`src/rtl/flasher_pkg.sv`:
```
`default_nettype none
// ============================================================================
// Module   : flasher_pkg
// Purpose  : Shared FSM state encoding and default parameters for flasher_ctrl.
// Revision : 1.0
// ============================================================================
package flasher_pkg;

    localparam int unsigned c_DEB_LEN   = 4;
    localparam int unsigned c_ARM_STEPS = 4;
    localparam int unsigned c_CNT_W     = 8;

    typedef enum logic [1:0] {
        ST_IDLE = 2'd0,
        ST_ARM  = 2'd1,
        ST_RUN  = 2'd2,
        ST_DONE = 2'd3
    } state_e;

endpackage
`default_nettype wire

```
`src/rtl/btn_debounce.sv`:
```
`default_nettype none
// ============================================================================
// Module   : btn_debounce
// Purpose  : 2-flop synchronizer, level debouncer and rising-edge pulse.
// Revision : 1.0
// ============================================================================
module btn_debounce
    import flasher_pkg::*;
#(
    parameter int unsigned DEB_LEN = c_DEB_LEN
) (
    input  logic clk,
    input  logic rst_n,
    input  logic btn_in,
    output logic flick_req
);

    localparam int unsigned c_CW = (DEB_LEN > 1) ? $clog2(DEB_LEN) : 1;

    logic            sync1_q;
    logic            sync2_q;
    logic            btn_db_q;
    logic            db_prev_q;
    logic [c_CW-1:0] cnt_q;

    always_ff @(posedge clk) begin
        if (!rst_n) begin
            sync1_q   <= 1'b0;
            sync2_q   <= 1'b0;
            btn_db_q  <= 1'b0;
            db_prev_q <= 1'b0;
            cnt_q     <= '0;
        end else begin
            sync1_q   <= btn_in;
            sync2_q   <= sync1_q;
            db_prev_q <= btn_db_q;
            // cnt_q holds how many consecutive samples already disagreed
            if (sync2_q == btn_db_q) begin
                cnt_q <= '0;
            end else if (cnt_q == c_CW'(DEB_LEN - 1)) begin
                btn_db_q <= sync2_q;
                cnt_q    <= '0;
            end else begin
                cnt_q <= cnt_q + 1'b1;
            end
        end
    end

    assign flick_req = btn_db_q & ~db_prev_q;

endmodule
`default_nettype wire

```
`src/rtl/flasher_ctrl.sv`:
```
`default_nettype none
// ============================================================================
// Module   : flasher_ctrl
// Purpose  : Button-driven step pacing and sequence supervision for a flasher.
// Revision : 1.0
// ============================================================================
module flasher_ctrl
    import flasher_pkg::*;
#(
    parameter int unsigned DEB_LEN   = c_DEB_LEN,
    parameter int unsigned ARM_STEPS = c_ARM_STEPS,
    parameter int unsigned CNT_W     = c_CNT_W
) (
    input  logic             clk,
    input  logic             rst_n,
    input  logic             btn_in,
    input  logic [7:0]       presc_div,
    input  logic             dp_busy,
    output logic             step_en,
    output logic             flick,
    output logic [CNT_W-1:0] run_cnt,
    output logic             arm_err,
    output logic [1:0]       state
);

    localparam int unsigned c_AW = (ARM_STEPS > 1) ? $clog2(ARM_STEPS) : 1;

    logic             flick_req;
    state_e           state_q;
    logic [7:0]       div_q;
    logic [7:0]       presc_q;
    logic [7:0]       presc_d;
    logic [c_AW-1:0]  arm_cnt_q;
    logic             flick_q;
    logic             flick_d;
    logic [CNT_W-1:0] run_cnt_q;
    logic             arm_err_q;
    logic             active;

    btn_debounce #(
        .DEB_LEN (DEB_LEN)
    ) u_deb (
        .clk       (clk),
        .rst_n     (rst_n),
        .btn_in    (btn_in),
        .flick_req (flick_req)
    );

    always_comb begin
        active  = (state_q == ST_ARM) || (state_q == ST_RUN);
        step_en = active && (presc_q == div_q);
        presc_d = '0;
        if (active && !step_en) begin
            presc_d = presc_q + 8'd1;
        end
        // a new request beats the consuming step so the flick survives one more period
        flick_d = flick_q;
        if (flick_req && (state_q != ST_DONE)) begin
            flick_d = 1'b1;
        end else if (step_en && flick_q) begin
            flick_d = 1'b0;
        end
    end

    always_ff @(posedge clk) begin
        if (!rst_n) begin
            state_q   <= ST_IDLE;
            div_q     <= '0;
            presc_q   <= '0;
            arm_cnt_q <= '0;
            flick_q   <= 1'b0;
            run_cnt_q <= '0;
            arm_err_q <= 1'b0;
        end else begin
            presc_q <= presc_d;
            flick_q <= flick_d;
            case (state_q)
                ST_IDLE: begin
                    if (flick_req) begin
                        state_q   <= ST_ARM;
                        div_q     <= presc_div;
                        arm_cnt_q <= '0;
                    end
                end
                ST_ARM: begin
                    if (dp_busy) begin
                        state_q   <= ST_RUN;
                        arm_err_q <= 1'b0;
                    end else if (step_en) begin
                        if (arm_cnt_q == c_AW'(ARM_STEPS - 1)) begin
                            state_q   <= ST_IDLE;
                            arm_err_q <= 1'b1;
                        end else begin
                            arm_cnt_q <= arm_cnt_q + 1'b1;
                        end
                    end
                end
                ST_RUN: begin
                    if (!dp_busy) begin
                        state_q <= ST_DONE;
                        presc_q <= '0;
                    end
                end
                ST_DONE: begin
                    state_q <= ST_IDLE;
                    if (run_cnt_q != {CNT_W{1'b1}}) begin
                        run_cnt_q <= run_cnt_q + 1'b1;
                    end
                end
                default: state_q <= ST_IDLE;
            endcase
        end
    end

    assign flick   = flick_q;
    assign run_cnt = run_cnt_q;
    assign arm_err = arm_err_q;
    assign state   = state_q;

endmodule
`default_nettype wire

```
`config.mk`:
```
export PLATFORM = sky130hd
export DESIGN_NAME = flasher_ctrl
export DESIGN_NICKNAME = d
export VERILOG_FILES = /design/src/rtl/flasher_pkg.sv /design/src/rtl/btn_debounce.sv /design/src/rtl/flasher_ctrl.sv
export SDC_FILE = /design/constraint.sdc
export NUM_CORES = 1
export LEC_CHECK = 0
export CORE_ASPECT_RATIO = 1.5
export CORE_MARGIN = 2
export CORE_UTILIZATION = 31
export CTS_BUF_LIST = sky130_fd_sc_hd__clkbuf_4
export CTS_CLUSTER_DIAMETER = 150
export DETAILED_ROUTE_END_ITERATION = 8
export GPL_ROUTABILITY_DRIVEN = 0
export PLACE_DENSITY = 0.59
export SLEW_MARGIN = 10
export SYNTH_ARGS = -nofsm -noshare
export SYNTH_HDL_FRONTEND = slang
export SYNTH_HIERARCHICAL = 1
export SYNTH_SLANG_ARGS = --single-unit
```
`constraint.sdc`:
```
create_clock -name clk -period 2 [get_ports clk]
set_input_delay 0.6 -clock clk [delete_from_list [all_inputs] [get_ports clk]]
set_output_delay 0.6 -clock clk [all_outputs]
set_load 0.005 [all_outputs]
```
Yosys cells after proc, flatten, opt, wreduce, memory -nomap -nowiden
Cells that the tools add are included.
W data, S select, Z words.
{"block": "classes", "add_sub_neg": 4, "eq_ne": 16, "mux": 19, "bitwise_logic": 4, "reduce_logical": 18}
{"operator": "$mux W8", "n": 3}
{"operator": "$mux W2", "n": 9}
{"operator": "$add A8 B1 Y8 const B", "n": 2}
{"operator": "$ne A2 B2 Y1 const B", "n": 6}
{"operator": "$eq A2 B2 Y1 const B", "n": 4}
{"operator": "$eq A8 B8 Y1", "n": 1}
{"operator": "$ne A8 B8 Y1 const B", "n": 1}
{"operator": "$pmux W2 S4", "n": 1}
{"operator": "$reduce_bool A2 Y1", "n": 4}
{"operator": "$reduce_and A2 Y1", "n": 3}
{"operator": "$mux W1", "n": 5}
{"operator": "$reduce_and A5 Y1", "n": 1}
{"operator": "$add A2 B1 Y2 const B", "n": 2}
{"operator": "$logic_and A1 B1 Y1", "n": 4}
{"operator": "$pmux W2 S2", "n": 1}
{"operator": "$reduce_and A4 Y1", "n": 1}
{"operator": "$ne A3 B2 Y1 const B", "n": 1}
{"operator": "$ne A3 B3 Y1 const B", "n": 1}
{"operator": "$not A1 Y1", "n": 3}
{"operator": "$reduce_and A3 Y1", "n": 1}
{"operator": "$reduce_or A3 Y1", "n": 1}
{"operator": "$eq A2 B1 Y1 const B", "n": 1}
{"operator": "$logic_not A2 Y1", "n": 1}
{"operator": "$and A1 B1 Y1", "n": 1}
{"operator": "3 further kinds", "n": 3}
{"block": "word_totals", "reg_bits": 36, "input_bits": 12, "out_inout_bits": 13, "word_cells": 73}

Logic depth before layout (Yosys ltp)
{"block": "depth", "depth_word": 8, "depth_mapped": 7}

By module
Netlist, hierarchy kept.
{"module": "flasher_ctrl", "instances": 1, "cells_each": 165, "area_per_inst_um2": 1455.1, "seq_area_each_um2": 600.6}
{"module": "btn_debounce", "instances": 1, "cells_each": 16, "area_per_inst_um2": 203.9, "seq_area_each_um2": 120.1}

Least setup slack after synthesis
No wires, ideal clock.
{"block": "synth_path", "kind": "register to output", "start": "reg presc_q[1]", "end": "out step_en", "arrival_time_ns": 1.074, "t_required_ns": 1.400, "slack_ns": 0.326, "path_stages_with_launch": 5, "path_buffers": 1, "cell_sequence": "dfxtp_1 -> xor2_1 -> nor4_1 -> and3_1 -> buf_4"}
{"block": "synth_between", "elab_chain_cells": 2}
{"element": "start, declared", "line": "flasher_ctrl.sv:31", "text": "logic [7:0] presc_q;"}
{"element": "start signal, assigned", "line": "flasher_ctrl.sv:75", "text": "presc_q <= presc_d;"}
{"element": "$eq A8 B8 Y1", "line": "flasher_ctrl.sv:51", "text": "step_en = active && (presc_q == div_q);"}
{"element": "$logic_and A1 B1 Y1", "line": "flasher_ctrl.sv:51"}
{"element": "end, declared", "line": "flasher_ctrl.sv:19", "text": "output logic step_en,"}
Every way passes these cells.

Worst setup path after layout
{"block": "layout_path", "start": "reg div_q[6]", "end": "out step_en"}
{"block": "layout_between", "elab_chain_cells": 2}
{"element": "start, declared", "line": "flasher_ctrl.sv:30", "text": "logic [7:0] div_q;"}
{"element": "start signal, assigned", "line": "flasher_ctrl.sv:81", "text": "div_q <= presc_div;"}
{"element": "$eq A8 B8 Y1", "line": "flasher_ctrl.sv:51"}
{"element": "$logic_and A1 B1 Y1", "line": "flasher_ctrl.sv:51"}
Every way passes these cells.

==> impl_metrics.py <==
metrics = {
    "outcome": {
        "status": "complete, but fails checks",
        "violations": "negative setup slack",
    },
    "routing": {
        "first_pass_iters": 4,
        "routed_via_density": 4.655,
        "post_drt_wl_per_cell_um": 11.23,
        "vias": 1378,
        "highest_layer": "met4",
        "remaining_drc_errors": 0,
        "m1WireLength_um": 1349,
        "first_iter_violations": 51,
        "drt-total-wl_um": 3324,
        "ant_nets": 0,
        "wl_met2_um": 1792,
        "dr_wl_met3_um": 101,
    },
    "die": {
        "dieArea_um2": 5965,
        "row_count": 32,
        "die_w_um": 63.73,
        "initial_core_util_pct": 32.12,
        "core_um2": 5165,
        "pin_count": 25,
        "fp.dieH_um": 93.60,
    },
    "layout": {
        "areaGrowthSynthToFinish_pct": 31.15,
        "seq_area_um2": 723.2,
        "fillCellCount": 536,
        "fin_nets": 248,
        "multi_input_area_um2": 904.6,
        "drive_above_1_share_pct": 15.79,
        "diodes": 0,
        "final_util_pct": 42.13,
    },
    "yosys": {
        "netlist_top_cells_area": "dfxtp_1, xor2_1, nand2_1, ha_1, a21boi_1",
        "synth.distinct_cells": 36,
        "netlist_top_cells_count": "dfxtp_1, nand2_1, xor2_1",
        "synth_warnings": 6,
        "mappedNetlistNets": 201,
        "yosysTopAreaCell": "dfxtp_1",
        "ys_async_sr_fraction_pct": 0,
        "synth-edff-count": 0,
        "synth-seq-area-share_pct": 43.44,
        "synth_top_area_share_pct": 43.44,
        "yosysMostFrequentCell": "dfxtp_1",
        "netlist_area_um2": 1659,
        "ys_seq_elements": 36,
        "syn_inst": 181,
        "syn_area_per_cell_um2": 9.166,
        "synthFlopType": "dfxtp_1",
    },
    "setup_path": {
        "cp.required_ps": 1400,
        "crit_fanout": 2,
        "arrival_ps": 1560,
        "path_class": "reg -> out",
        "cp-end-kind": "primary output",
        "reg2reg_setup_slack_ps": 250,
        "start_kind": "flop",
    },
    "grt": {
        "grt_max_degree": 17,
        "grt_pass1_wl_um": 5623,
        "overflow": 0,
        "antenna_found_initial": 0,
        "grt_usage_pct": 12.28,
        "first_global_vias": 1305,
    },
    "power_and_ir_drop": {
        "finalPower_w": 0.001225,
        "irDropWorstVdd_uv": 208.8,
        "pwr_density_cell_nw_per_um2": 563.0,
        "leakage_nw": 0.8920,
    },
    "cts": {
        "postCtsSetupBuffers": 0,
        "clk_path_buf_depth": 2,
        "clk_latency_ps": 340,
        "cts_tree": "yes",
        "cts_sinks": 36,
        "h-tree-depth": 2,
        "clkTransAtPathRegs_ps": 100,
        "cts_inserted_buffers": 5,
        "hold_buffers": 0,
        "cts_root_buf": "clkbuf_4",
    },
    "timing": {
        "tightestPinTransition_ps": 368.3,
        "rsz0062_at_grt": "true",
        "hold_viol_final": 0,
        "maxSlewHeadroom_pct": 75.45,
        "report.final.slew_viol_count": 0,
        "finalSetupTns_ps": -161.5,
        "period_needed_ps": 2161,
        "fin_ws_ps": -161.5,
        "setup_violations": 1,
        "finalCritPeriodShare_pct": 108.1,
        "clock_skew_ps": 6.928,
        "max_freq_ghz": 0.4626,
    },
    "placement": {
        "dp_hpwl_um": 2533,
        "portBuffers": 24,
    },
    "flow_run": {
        "maxCapViolCount": 0,
    },
    "worst_hold_path": {
        "hp-class": "reg -> reg",
    },
}
[layout make-up]
| class | count | area share (%) |
|---|---|---|
| tap | 68 | 3.910 |
| sequential | 36 | 33.24 |
| timing repair buffer | 44 | 18.00 |
| inverter | 7 | 1.208 |
| clock inverter | 2 | 0.3450 |
| clock buffer | 5 | 1.725 |
| multi-input combinational | 134 | 41.58 |
[sequential cells by signal (all words and copies together) (netlist names), named ones only]
| signal | cells |
|---|---|
| state | 1 |
| u_deb/sync1_q | 1 |
| u_deb/cnt_q | 2 |
| run_cnt | 8 |
| u_deb/sync2_q | 1 |
| u_deb/btn_db_q | 1 |
| flick | 1 |
| u_deb/db_prev_q | 1 |
| presc_q | 8 |
| arm_err | 1 |
| div_q | 8 |
| arm_cnt_q | 2 |
[layout by cell type (no fill, tap or decap), types with 3 or more instances in the layout]
cell / count
o21ai_0: 4
dfxtp_1: 34
and2_1: 11
and3_1: 3
nand3_1: 7
a21boi_1: 10
xnor2_1: 6
nor2b_1: 4
ha_1: 8
nor3_1: 3
buf_4: 20
xor2_1: 15
nor2_1: 11
clkbuf_4: 5
inv_1: 7
clkdlybuf4s50_1: 23
nand2_1: 28
[critical path: stages, from the launching register on]
cell	delay, ps
dfxtp_2	340
xor2_1	160
nor4_2	300
buf_4	160
and3_4	190
buf_6	90
[through the flow]
step	instance area, um^2	setup slack [ps]	hold WS, ps	std cells
floorplan	1659	325.7	405.1	181
global route	2176	-269.3	455.5	296
finish	2176	-161.5	442.7	296
CTS	2175	-208.1	444.7	296
detailed placement	2116	-299.1	425.5	289
global placement	2116	-267.2	416.2	289
[per-layer routing]
layer  vias up  global-route usage, %
li1        701                      -
met1       649                  12.48
met2        21                  22.81
met3         7                  2.888
met4         0                  6.522
met5         -                      0
[repair_timing]
item | CTS | global route
gates resized for setup | 8 | 1
endpoints found under the setup margin | 1 | 2
gates cloned | 0 | 0
pin swaps | 1 | 0
[kinds of logic after synthesis]
kind of cell             share of synthesized area, %
XOR/XNOR                                        11.09
adder cells (fa/ha/maj)                         6.033
AO/OA/AOI/OAI                                   11.01
AND/OR/NAND/NOR                                 23.83
buffers and inverters                           2.715
flip-flops                                      43.44
multiplexers                                    1.885
[power by group]
part | leakage, nW | total, W | internal [W] | switching, W
Combinational | 0.574 | 0.000145 | 0.0000822 | 0.0000623
Sequential | 0.291 | 0.000725 | 0.000723 | 0.00000265
Clock | 0.0261 | 0.000355 | 0.000123 | 0.000232
Total | 0.892 | 0.00122 | 0.000928 | 0.000297
[worst paths after layout]
kind                            depth (start not counted)             end      startpoint
worst max-delay path                                    5         step_en        div_q[6]
worst min-delay path                                    1  u_deb/cnt_q[0]  u_deb/cnt_q[0]
worst max register to register                          7            flop        div_q[6]
worst min register to register                          1  u_deb/cnt_q[0]  u_deb/cnt_q[0]
(Power assumes the default switching activity.)
